File: src/rtl/cic_pkg.sv
// Shared helpers for the CIC decimator: width derivation and ratio clamping.
package cic_pkg;

  function automatic int clog2(input int v);
    int r = 0;
    while ((1 << r) < v) r++;
    return r;
  endfunction

  // Worst-case bit growth is ORDER*log2(R*M) on top of the input width.
  function automatic int cic_acc_w(input int in_w, input int order,
                                   input int r_max, input int diff_m);
    return in_w + order * clog2(r_max * diff_m);
  endfunction

  function automatic int clamp_ratio(input int r, input int r_max);
    if (r <= 1) return 1;
    else if (r > r_max) return r_max;
    else return r;
  endfunction

endpackage

File: src/rtl/cic_comb_stage.sv
// One CIC comb: y = x - x delayed by DIFF_M valid samples, one register deep.
module cic_comb_stage #(
  parameter int ACC_W  = 42,
  parameter int DIFF_M = 1
) (
  input  logic             clk,
  input  logic             reset,
  input  logic             in_valid,
  input  logic [ACC_W-1:0] in_data,
  output logic             out_valid,
  output logic [ACC_W-1:0] out_data
);

  logic signed [ACC_W-1:0] in_s;
  logic signed [ACC_W-1:0] dly [DIFF_M];

  assign in_s = $signed(in_data);

  // Delay line only moves on valid samples so it counts strobes, not clocks.
  always_ff @(posedge clk) begin
    if (!reset) begin
      out_valid <= 1'b0;
      out_data  <= '0;
      for (int i = 0; i < DIFF_M; i++) dly[i] <= '0;
    end else begin
      out_valid <= in_valid;
      if (in_valid) begin
        out_data <= $unsigned(in_s - dly[DIFF_M-1]);
        dly[0]   <= in_s;
        for (int i = 1; i < DIFF_M; i++) dly[i] <= dly[i-1];
      end
    end
  end

endmodule

File: src/rtl/cic_decim_param.sv
// N-th order CIC decimator, single clock, runtime ratio changed on decimation
// boundaries only; combs are clocked by a strobe rather than a derived clock.
module cic_decim_param
  import cic_pkg::*;
#(
  parameter int IN_W   = 24,
  parameter int ORDER  = 3,
  parameter int R_MAX  = 64,
  parameter int DIFF_M = 1,
  parameter int ACC_W  = cic_acc_w(IN_W, ORDER, R_MAX, DIFF_M),
  parameter int OUT_W  = ACC_W
) (
  input  logic                  clk,
  input  logic                  reset,
  input  logic                  clk_enable,
  input  logic [IN_W-1:0]       xin,
  input  logic [clog2(R_MAX):0] dec_ratio,
  output logic [OUT_W-1:0]      yout,
  output logic                  yout_valid,
  output logic [clog2(R_MAX):0] ratio_active
);

  localparam int RW = clog2(R_MAX) + 1;

  logic signed [ACC_W-1:0] xin_ext;
  logic signed [ACC_W-1:0] integ [ORDER];
  logic [RW-1:0]           cnt;
  logic                    dec_stb;
  logic signed [ACC_W-1:0] comb_in_p0;
  logic                    vld_p0;
  logic [ACC_W-1:0]        comb_p [ORDER+1];
  logic                    vld_p  [ORDER+1];

  assign xin_ext = {{(ACC_W-IN_W){xin[IN_W-1]}}, xin};
  assign dec_stb = clk_enable && (cnt == ratio_active - RW'(1));

  // Integrator stage boundary: modular adders, wrap-around is intentional.
  for (genvar k = 0; k < ORDER; k++) begin : g_integ
    logic signed [ACC_W-1:0] addend;
    if (k == 0) begin : g_first
      assign addend = xin_ext;
    end else begin : g_rest
      assign addend = integ[k-1];
    end
    always_ff @(posedge clk) begin
      if (!reset) integ[k] <= '0;
      else if (clk_enable) integ[k] <= integ[k] + addend;
    end
  end

  // Decimation boundary: capture last integrator and re-sample the ratio.
  always_ff @(posedge clk) begin
    if (!reset) begin
      cnt          <= '0;
      ratio_active <= RW'(clamp_ratio(int'(dec_ratio), R_MAX));
      comb_in_p0   <= '0;
      vld_p0       <= 1'b0;
    end else begin
      vld_p0 <= dec_stb;
      if (clk_enable) cnt <= dec_stb ? '0 : cnt + RW'(1);
      if (dec_stb) begin
        comb_in_p0   <= integ[ORDER-1];
        ratio_active <= RW'(clamp_ratio(int'(dec_ratio), R_MAX));
      end
    end
  end

  assign comb_p[0] = $unsigned(comb_in_p0);
  assign vld_p[0]  = vld_p0;

  // Comb stage boundaries: one register per stage, never stalls.
  for (genvar k = 0; k < ORDER; k++) begin : g_comb
    cic_comb_stage #(
      .ACC_W  (ACC_W),
      .DIFF_M (DIFF_M)
    ) u_comb (
      .clk       (clk),
      .reset     (reset),
      .in_valid  (vld_p[k]),
      .in_data   (comb_p[k]),
      .out_valid (vld_p[k+1]),
      .out_data  (comb_p[k+1])
    );
  end

  assign yout       = comb_p[ORDER][ACC_W-1 -: OUT_W];
  assign yout_valid = vld_p[ORDER];

endmodule

File: config.mk
export PLATFORM = sky130hd
export DESIGN_NAME = cic_decim_param
export DESIGN_NICKNAME = d
export VERILOG_FILES = /design/src/rtl/cic_pkg.sv /design/src/rtl/cic_comb_stage.sv /design/src/rtl/cic_decim_param.sv
export SDC_FILE = /design/constraint.sdc
export NUM_CORES = 1
export LEC_CHECK = 0
export CAP_MARGIN = 20
export CORE_MARGIN = 1.5
export CORE_UTILIZATION = 45
export DETAILED_ROUTE_END_ITERATION = 8
export PLACE_DENSITY_LB_ADDON = 0.25
export SLEW_MARGIN = 20
export SYNTH_ARGS = -nofsm -noshare
export SYNTH_HDL_FRONTEND = slang
export SYNTH_SLANG_ARGS = --single-unit
File: constraint.sdc
create_clock -name clk -period 10.6 [get_ports clk]
set_input_delay 2.65 -clock clk [delete_from_list [all_inputs] [get_ports clk]]
set_output_delay 2.65 -clock clk [all_outputs]
set_load 0.05 [all_outputs]
==> impl_metrics.yaml, run 1 <==
placement:
  dp_slack_ns: 4.24
  dp_hpwl_mm: 46.8
  io_buffers: 83
  place_congestion: 0.934
sta:
  setup_viol: 0
  hold_viol: 0
  fin_ws_ns: 4.88
  fin_crit_ns: 5.72
  fmax_mhz: 175
  fin_crit_sh_pct: 54.0
  tns_ns: 0
  slew_viol_final: 0
  rsz0062_at_grt: "no"
  worst_pin_slew_ns: 1.07
  relSlewSlack_pct: 28.8
  skew_ns: 0.0131
synth:
  synth_nets: 3505
  netlist.area_leader.share_pct: 26.3
  avgSynthCellArea_um2: 9.18
  synth_edf_count: 259
  ys_seq_elements: 438
  synth_area_leaders: "edfxtp_1 (26%), dfxtp_1 (12%), ha_1 (11%)"
  yosys_warnings: 0
  yosys-top-cells-count: "a21oi_1 (263), edfxtp_1 (259), ha_1 (248)"
  synth_area_leader_cell: "edfxtp_1"
  ys_seq_area_share_pct: 38.5
  syn_inst: 3217
  synthArstFlopShare_pct: 0
  post-synth-top-count-cell: "a21oi_1"
  synth_cell_types: 93
  synth_area_um2: 29500
  synthFlopType: "edfxtp_1"
clock_tree:
  clk_latency_ns: 0.59
  clk_pin_slew_ns: 0.06
  cts_sinks: 438
  ctsHoldBuffers: 0
  root_buffer: "clkbuf_16"
  post_cts_buffers: 0
  cts_inserted_buffers: 50
  clockBufferDepth: 3
  cts.repair.resized: 0
  cts_tree: "done"
  h-tree-depth: 2
grt:
  grt_first_pass_wirelength_mm: 104
  grt_max_degree: 124
  antenna_found_initial: 0
  grt_use_total_pct: 18.4
  gr-total-overflow: 0
  grt_pass1_vias: 21800
worst_hold_path:
  hold_depth: 2
  hold_path_class: "reg2reg"
setup_path:
  path_buf_inv: 2
  crit_family: "compound AO/OA/AOI/OAI gates"
  start_kind: "input pin"
  ff2ff_path_depth: 13
  worstSetupPathDepth: 13
  worstPathCellList: "clkdlybuf4s50_1, ha_1, inv_1, fa_1, nor2b_1, o21ai_0, a21oi_1, o2111ai_1, a31oi_1, a21boi_1, o32ai_1, nor3_1, a211o_1"
  crit_fanout: 5
  cp-end-kind: "register"
  crit_arrival_ns: 6.07
  path_class: "in2reg"
  worst_ep_required_time_ns: 10.95
  max_stage_delay_ns: 0.46
  slowest_stage: "clkdlybuf4s50_1"
  r2r_slack_ns: 6.60
finish:
  synthToLayoutAreaGrowth_pct: 9.62
  fill_cells: 5937
  n_antenna_cell: 0
  drive_above_1_share_pct: 4.34
  nets: 3470
drt:
  dr.first_iter.drc_count: 1055
  drt_wl_total_mm: 62.5
  viasPerCell: 5.46
  vias: 22300
  detail_route.first_pass.iterations: 6
  wl_per_cell_um: 15.3
  drtAntennaViolNets: 0
  drc_errors: 0
floorplanning:
  start_util_pct: 45.7
  die_h_um: 259
  core_area_um2: 64700
  die_area_um2: 67200
  placementRows: 93
  num_io_pins: 84
  die_w_um: 259
power_and_ir_drop:
  ir_worst_vdd_v: 0.0000985
  total_power_w: 0.00461
  powerDensity_nw_per_um2: 142
  p_leak_nw: 14.2
run_status:
  outcome: "finished clean"
flow_run:
  drv_cap: 0
-- layout by cell type, fill, tap and decap left out, drive strengths merged, types with 33 or more instances in the layout --
cell type / n
clkbuf: 77
a21o: 142
edfxtp: 259
a31oi: 33
clkdlybuf4s50: 82
nor2b: 118
mux2i: 90
o21bai: 40
xor2: 103
dfxtp: 179
nand3: 58
xnor2: 131
nand4: 47
and3: 148
nor3: 40
o21ai: 187
inv: 208
a21oi: 266
nand2: 230
ha: 248
nor2: 231
-- logic make-up after synthesis --
family / Yosys count / share of synthesized area [%]
XOR/XNOR: 234 / 6.94
flip-flops: 438 / 38.5
AO/OA/AOI/OAI: 855 / 18.8
buffers and inverters: 392 / 5.80
multiplexers: 91 / 3.09
adder cells (fa/ha/maj): 254 / 10.9
AND/OR/NAND/NOR: 953 / 16.0
-- cell type report --
cell class	count	area [µm²]	share of cell area, %
clock buffers	77	1590	4.91
clock inverters	17	144	0.444
inverters	207	777	2.40
multi-input cells	2387	16500	50.9
flip-flops and latches	438	11400	35.1
well taps	855	1070	3.30
repair buffers	98	948	2.93
-- final timing paths --
path | start | endpoint
setup / recovery | xin[0] | integ[0][38]$_SDFFCE_PN0P_
hold / removal | g_comb[2].u_comb.out_data[34]$_SDFFE_PN0P_ | g_comb[2].u_comb.out_data[34]$_SDFFE_PN0P_
setup reg to reg | integ[2][0]$_SDFFCE_PN0P_ | integ[2][32]$_SDFFCE_PN0P_
hold reg to reg | g_comb[2].u_comb.out_data[34]$_SDFFE_PN0P_ | g_comb[2].u_comb.out_data[34]$_SDFFE_PN0P_
-- state kept, by name (all words and copies together), names as in the netlist --
register and flops:
cnt 7, comb_in_p0 42, g_comb.u_comb.dly 126, g_comb.u_comb.out_data 126, g_comb.u_comb.out_valid 3, integ 126
ratio_active 7, vld_p0 1
-- power breakdown --
group	internal (W)	leakage [nW]	switching (W)
Sequential	0.00190	4.20	0.0000654
Combinational	0.000354	9.12	0.000519
Clock	0.00108	0.843	0.000689
Total	0.00333	14.2	0.00127
-- through the flow --
stage                     cells  hold slack [ns]  area, µm²  util, %
after CTS                  4079            0.457      32400     50.0
final                      4079            0.450      32400     50.1
after floorplan            3217            0.426      29500        -
after global placement     3985            0.435      30600     47.4
after detailed placement   3985            0.443      30600     47.4
after global routing       4079            0.476      32400     50.1
-- layer usage --
layer  global-route usage, %  share of wire [%]
met1                    22.8                 46
met4                    7.66                3.5
met5                       0                  0
met2                    32.4                 47
met3                    2.24                3.5
-- tightest hold or removal path, delay by kind of cell, from the launching register on --
| family | cells | cell delay [ns] |
|---|---|---|
| AO/OA/AOI/OAI | 1 | 0.05 |
| AND/OR/NAND/NOR | 1 | 0.05 |
| flip-flops | 1 | 0.32 |
(Power assumes the default switching activity.)
==> run 2: changes to the inputs <==
==> constraint.sdc (replaced) <==
create_clock -name clk -period 4.6 [get_ports clk]
set_input_delay 1.15 -clock clk [delete_from_list [all_inputs] [get_ports clk]]
set_output_delay 1.15 -clock clk [all_outputs]
set_load 0.05 [all_outputs]
==> run 2 against run 1 <==
  * Routed wire length is 0.34% higher
  * First-iteration DRC count is 7.1% higher
  * Sequential share of layout area hardly changed
  * Combinational power grew 130%
  * Core utilization hardly changed
  * Total power rose by 130%
  * Critical path type unchanged
  * Critical endpoint unchanged
==> impl_metrics.yaml, run 2 (same netlist as run 1, synthesis figures left out) <==
sta:
  slew_viol_final: 0
  setup_viol: 0
  relSlewSlack_pct: 38.0
  fin_crit_sh_pct: 89.7
  fin_crit_ns: 4.13
  fmax_mhz: 242
  whs_ns: 0.449
  skew_ns: 0.0153
  worst_pin_slew_ns: 0.930
  rsz0062_at_grt: "no"
  hold_viol: 0
setup_path:
  timing.rr.start: "comb_in_p0[0]$_SDFFE_PN0P_"
  crit_arrival_ns: 4.46
  crit_fanout: 4
  ff2ff_path_depth: 14
  worst_ep_required_time_ns: 4.94
  start_kind: "input pin"
  path_class: "in2reg"
  critPathLaunch: "xin[0]"
  r2r_slack_ns: 1.02
  reg2reg_to: "g_comb[0].u_comb.out_data[38]$_SDFFE_PN0P_"
  cp-end-kind: "register"
clock_tree:
  cts_sinks: 438
  cts.repair.resized: 0
  root_buffer: "clkbuf_16"
  cts_tree: "done"
  clk_pin_slew_ns: 0.06
  h-tree-depth: 2
  clk_latency_ns: 0.59
  ctsHoldBuffers: 0
  clockBufferDepth: 3
  cts_inserted_buffers: 48
  post_cts_buffers: 0
grt:
  grt_pass1_vias: 21700
  gr-total-overflow: 0
  grt_max_degree: 145
  grt_use_total_pct: 18.6
  antenna_found_initial: 0
  grt_first_pass_wirelength_mm: 104
finish:
  synthToLayoutAreaGrowth_pct: 9.69
  reg.largest.list: "g_comb.u_comb.dly: 126 flops, g_comb.u_comb.out_data: 126 flops, integ: 126 flops"
  final_core_util_pct: 50.1
  final_common_cell: "a21oi_1"
  mostFrequentLayoutCells: "a21oi_1 (263), edfxtp_1 (259), ha_1 (248)"
  drive_above_1_share_pct: 4.73
  fin_cells: 4090
  final_cell_area_um2: 32400
  nets: 3484
  n_antenna_cell: 0
placement:
  placed_area_um2: 30800
  place_congestion: 0.948
  io_buffers: 83
  dp_cells: 4001
  dp_hpwl_mm: 47.2
drt:
  drt_wl_total_mm: 62.7
  detail_route.first_pass.iterations: 5
  viasPerCell: 5.44
  dr.first_iter.drc_count: 1130
  wl_per_cell_um: 15.3
  drtAntennaViolNets: 0
  vias: 22200
  drc_errors: 0
floorplanning:
  num_io_pins: 84
  die_h_um: 259
  die_w_um: 259
  placementRows: 93
  die_area_um2: 67200
  core_area_um2: 64700
  start_util_pct: 45.7
worst_hold_path:
  holdPathEnd: "g_comb[2].u_comb.out_data[30]$_SDFFE_PN0P_"
  min_from: "g_comb[2].u_comb.out_data[30]$_SDFFE_PN0P_"
  hold_path_class: "reg2reg"
  hold_depth: 2
flow_run:
  drv_cap: 0
power_and_ir_drop:
  p_leak_nw: 14.2
  powerDensity_nw_per_um2: 321
  ir_worst_vdd_v: 0.000205
run_status:
  outcome: "finished clean"
run 2: cell count changes in the layout (fill, tap and decap cells not counted), moves of 3 or more:
cell       before  now
buf_4          14   27
clkbuf_16      57   51
clkinv_4        0    5
buf_12          0    4
clkbuf_8        9    6
run 2: routing by layer:
| metal | GRT usage (%) | part of all wire (%) | vias up |
|---|---|---|---|
| met2 | 32.7 | 47 | 457 |
| met3 | 2.01 | 3.3 | 136 |
| li1 | - | - | 11500 |
| met1 | 23.2 | 46 | 10100 |
| met5 | 0 | 0 | - |
| met4 | 7.40 | 3.6 | 0 |
run 2: worst max-delay path by stage:
stage | endpoint | depth (start not counted)
2_1_floorplan | integ[0][38]$_SDFFCE_PN0P_ | 12
3_3_place_gp | integ[0][38]$_SDFFCE_PN0P_ | 13
3_5_place_dp | integ[0][38]$_SDFFCE_PN0P_ | 13
4_1_cts | integ[0][38]$_SDFFCE_PN0P_ | 13
5_1_grt | integ[0][38]$_SDFFCE_PN0P_ | 13
6_report | integ[0][38]$_SDFFCE_PN0P_ | 13
run 2: layout make-up:
cell class,count,area (µm²)
timing repair buffer,114,1110
tap,855,1070
clock buffer,67,1400
inverter,207,777
sequential,438,11400
fill,5980,32300
clock inverter,22,194
multi-input combinational,2387,16500
run 2: critical path, cell delays in order:
cell,delay (ns)
clkdlybuf4s50_1,0.46
ha_1,0.20
inv_1,0.07
fa_1,0.39
nor2b_1,0.17
o21ai_0,0.15
a21oi_1,0.26
o2111ai_1,0.24
a31oi_1,0.32
a21boi_1,0.22
o32ai_1,0.49
nor3_1,0.11
a211o_1,0.23
run 2: report_power, final:
| part | internal (W) | total, W | switching (W) |
|---|---|---|---|
| Clock | 0.00224 | 0.00385 | 0.00160 |
| Sequential | 0.00437 | 0.00453 | 0.000151 |
| Combinational | 0.000834 | 0.00203 | 0.00119 |
run 2: stage by stage:
step,total power [W],setup WS [ns],TNS (ns)
2_1_floorplan,0.00613,0.926,0
3_3_place_gp,0.00656,-0.00770,-0.00770
3_5_place_dp,0.00661,-0.0895,-0.228
4_1_cts,0.0105,0.534,0
5_1_grt,0.0109,0.377,0
6_report,0.0104,0.473,0
==> run 3: changes to the inputs <==
--- a/config.mk
+++ b/config.mk
@@ -7,8 +7,9 @@
 export LEC_CHECK = 0
 export CAP_MARGIN = 20
 export CORE_MARGIN = 1.5
-export CORE_UTILIZATION = 45
+export CORE_UTILIZATION = 50
 export DETAILED_ROUTE_END_ITERATION = 8
+export DONT_BUFFER_PORTS = 1
 export PLACE_DENSITY_LB_ADDON = 0.25
 export SLEW_MARGIN = 20
 export SYNTH_ARGS = -nofsm -noshare
==> run 3 against run 2 <==
  * Via count down 0.46%
  * First-iteration DRC count increased by 1.9%
  * Non-clock buffer count shrank 97
  * Sequential cell count did not move
  * Core utilization up 4.3 points
  * Combinational power decreased by 4%
  * Cell area down 2.7%
  * Worst hold slack gained 0.030 ns
==> impl_metrics.yaml, run 3 (same netlist as run 1, synthesis figures left out) <==
setup_path:
  crit_arrival_ns: 4.11
  path_class: "in2reg"
  max_stage_delay_ns: 0.46
  cp-end-kind: "register"
  crit_fanout: 5
  slowest_stage: "a31oi_1"
  start_kind: "input pin"
  worstPathCellList: "ha_1, inv_1, fa_1, nor2b_1, o21ai_0, a21oi_1, o2111ai_1, a31oi_1, a21boi_1, o32ai_1, nor3_1, a211o_1"
  worst_ep_required_time_ns: 4.95
power_and_ir_drop:
  switching_share_pct: 27.6
  ir_worst_vdd_v: 0.000319
  p_int_w: 0.00777
  power_frac_seq_pct: 42.3
  p_comb_share_pct: 18.0
  p_sw_w: 0.00296
  p_clk_share_pct: 39.6
  p_leak_nw: 13.9
  powerDensity_nw_per_um2: 340
drt:
  wl_per_cell_um: 16.2
  detail_route.first_pass.iterations: 7
  dr.first_iter.drc_count: 1152
  drt_wl_total_mm: 63.5
  vias: 22100
  drc_errors: 0
  drtAntennaViolNets: 0
  viasPerCell: 5.66
worst_hold_path:
  hold_path_class: "reg2reg"
clock_tree:
  cts_sinks: 438
  clockBufferDepth: 3
  cts_inserted_buffers: 50
  post_cts_buffers: 0
  clk_latency_ns: 0.60
  h-tree-depth: 2
  cts.repair.resized: 0
  ctsHoldBuffers: 0
  clk_pin_slew_ns: 0.06
  root_buffer: "clkbuf_16"
  cts_tree: "done"
floorplanning:
  placementRows: 88
  start_util_pct: 50.9
  die_h_um: 246
  core_area_um2: 58000
  num_io_pins: 84
  die_w_um: 246
  die_area_um2: 60500
grt:
  grt_use_total_pct: 20.9
  grt_pass1_vias: 21700
  grt_max_degree: 247
  antenna_found_initial: 1
  gr-total-overflow: 0
  grt_first_pass_wirelength_mm: 105
finish:
  synthToLayoutAreaGrowth_pct: 6.76
  reg.largest.list: "g_comb.u_comb.dly: 126 flops, g_comb.u_comb.out_data: 126 flops, integ: 126 flops"
  final_common_cell: "a21oi_1"
  mostFrequentLayoutCells: "a21oi_1 (263), edfxtp_1 (259), ha_1 (248)"
  n_antenna_cell: 0
  drive_above_1_share_pct: 4.74
  nets: 3389
  fill_cells: 5086
  fin_cells: 3908
sta:
  tns_ns: 0
  relSlewSlack_pct: 37.3
  slew_viol_final: 0
  worst_pin_slew_ns: 0.940
  rsz0062_at_grt: "no"
  fin_crit_sh_pct: 81.6
  fmax_mhz: 266
  skew_ns: 0.0169
  fin_crit_ns: 3.75
  hold_viol: 0
  setup_viol: 0
placement:
  dp_cells: 3814
  io_buffers: 0
  place_congestion: 0.920
  dp_hpwl_mm: 47.4
run_status:
  outcome: "finished clean"
flow_run:
  drv_cap: 0
[run 3: changes by cell type in the layout (fill, tap and decap cells not counted), moves of 3 or more]
cell / previous run / this run
inv_4: 1 / 4
clkinv_4: 5 / 2
clkdlybuf4s50_1: 82 / 0
clkbuf_16: 51 / 56
buf_4: 27 / 15
bufinv_16: 2 / 6
clkinv_2: 5 / 8
clkbuf_1: 10 / 4
[run 3: power by group through the flow]
| stage | sequential (W) | clock [W] | combinational [W] |
|---|---|---|---|
| after global routing | 0.00456 | 0.00449 | 0.00216 |
| final | 0.00454 | 0.00425 | 0.00194 |
| after CTS | 0.00454 | 0.00435 | 0.00192 |
| after floorplan | 0.00454 | 0 | 0.00159 |
| after global placement | 0.00462 | 0 | 0.00185 |
| after detailed placement | 0.00462 | 0 | 0.00190 |
[run 3: worst paths after layout]
| check | startpoint | endpoint | slack (ns) | depth (start not counted) |
|---|---|---|---|---|
| max | xin[0] | integ[0][38]$_SDFFCE_PN0P_ | 0.85 | 12 |
| min | g_comb[0].u_comb.out_data[38]$_SDFFE_PN0P_ | g_comb[0].u_comb.out_data[38]$_SDFFE_PN0P_ | 0.48 | 2 |
| max reg2reg | comb_in_p0[0]$_SDFFE_PN0P_ | g_comb[0].u_comb.out_data[38]$_SDFFE_PN0P_ | 1.00 | 14 |
| min reg2reg | g_comb[0].u_comb.out_data[38]$_SDFFE_PN0P_ | g_comb[0].u_comb.out_data[38]$_SDFFE_PN0P_ | 0.48 | 2 |
[run 3: layout make-up]
cell class | count | area [µm²] | share of cell area, %
clock buffer | 64 | 1470 | 4.67
clock inverter | 30 | 328 | 1.04
inverter | 207 | 777 | 2.46
multi-input combinational | 2387 | 16500 | 52.3
sequential | 438 | 11400 | 36.0
tap | 765 | 957 | 3.04
timing repair buffer | 17 | 153 | 0.484
[run 3: layer usage]
layer / wire (µm) / global-route usage [%] / part of all wire (%) / up-vias
met4: 2080 / 7.52 / 3.3 / 0
met1: 28300 / 25.5 / 45 / 10200
met5: 0 / 0 / 0 / -
met2: 30800 / 37.4 / 49 / 504
met3: 2280 / 2.85 / 3.6 / 148
li1: - / - / - / 11300
[run 3: worst max-delay path, delay by kind of cell]
family / cells / cell delay, ns
compound gates: 7 / 2.07
fa+ha+maj: 2 / 0.56
simple gates: 2 / 0.25
buf+inv: 1 / 0.07
[run 3: metrics by stage]
| stage | total power, W | utilization [%] | setup slack (ns) | instance area, µm² | hold slack, ns |
|---|---|---|---|---|---|
| after floorplan | 0.00613 | - | 0.926 | 29500 | 0.426 |
| after global placement | 0.00647 | 51.2 | 0.358 | 29700 | 0.467 |
| after detailed placement | 0.00653 | 51.2 | 0.299 | 29700 | 0.473 |
| after CTS | 0.0108 | 54.3 | 0.953 | 31500 | 0.483 |
| after global routing | 0.0112 | 54.3 | 0.696 | 31500 | 0.502 |
| final | 0.0107 | 54.3 | 0.846 | 31500 | 0.479 |
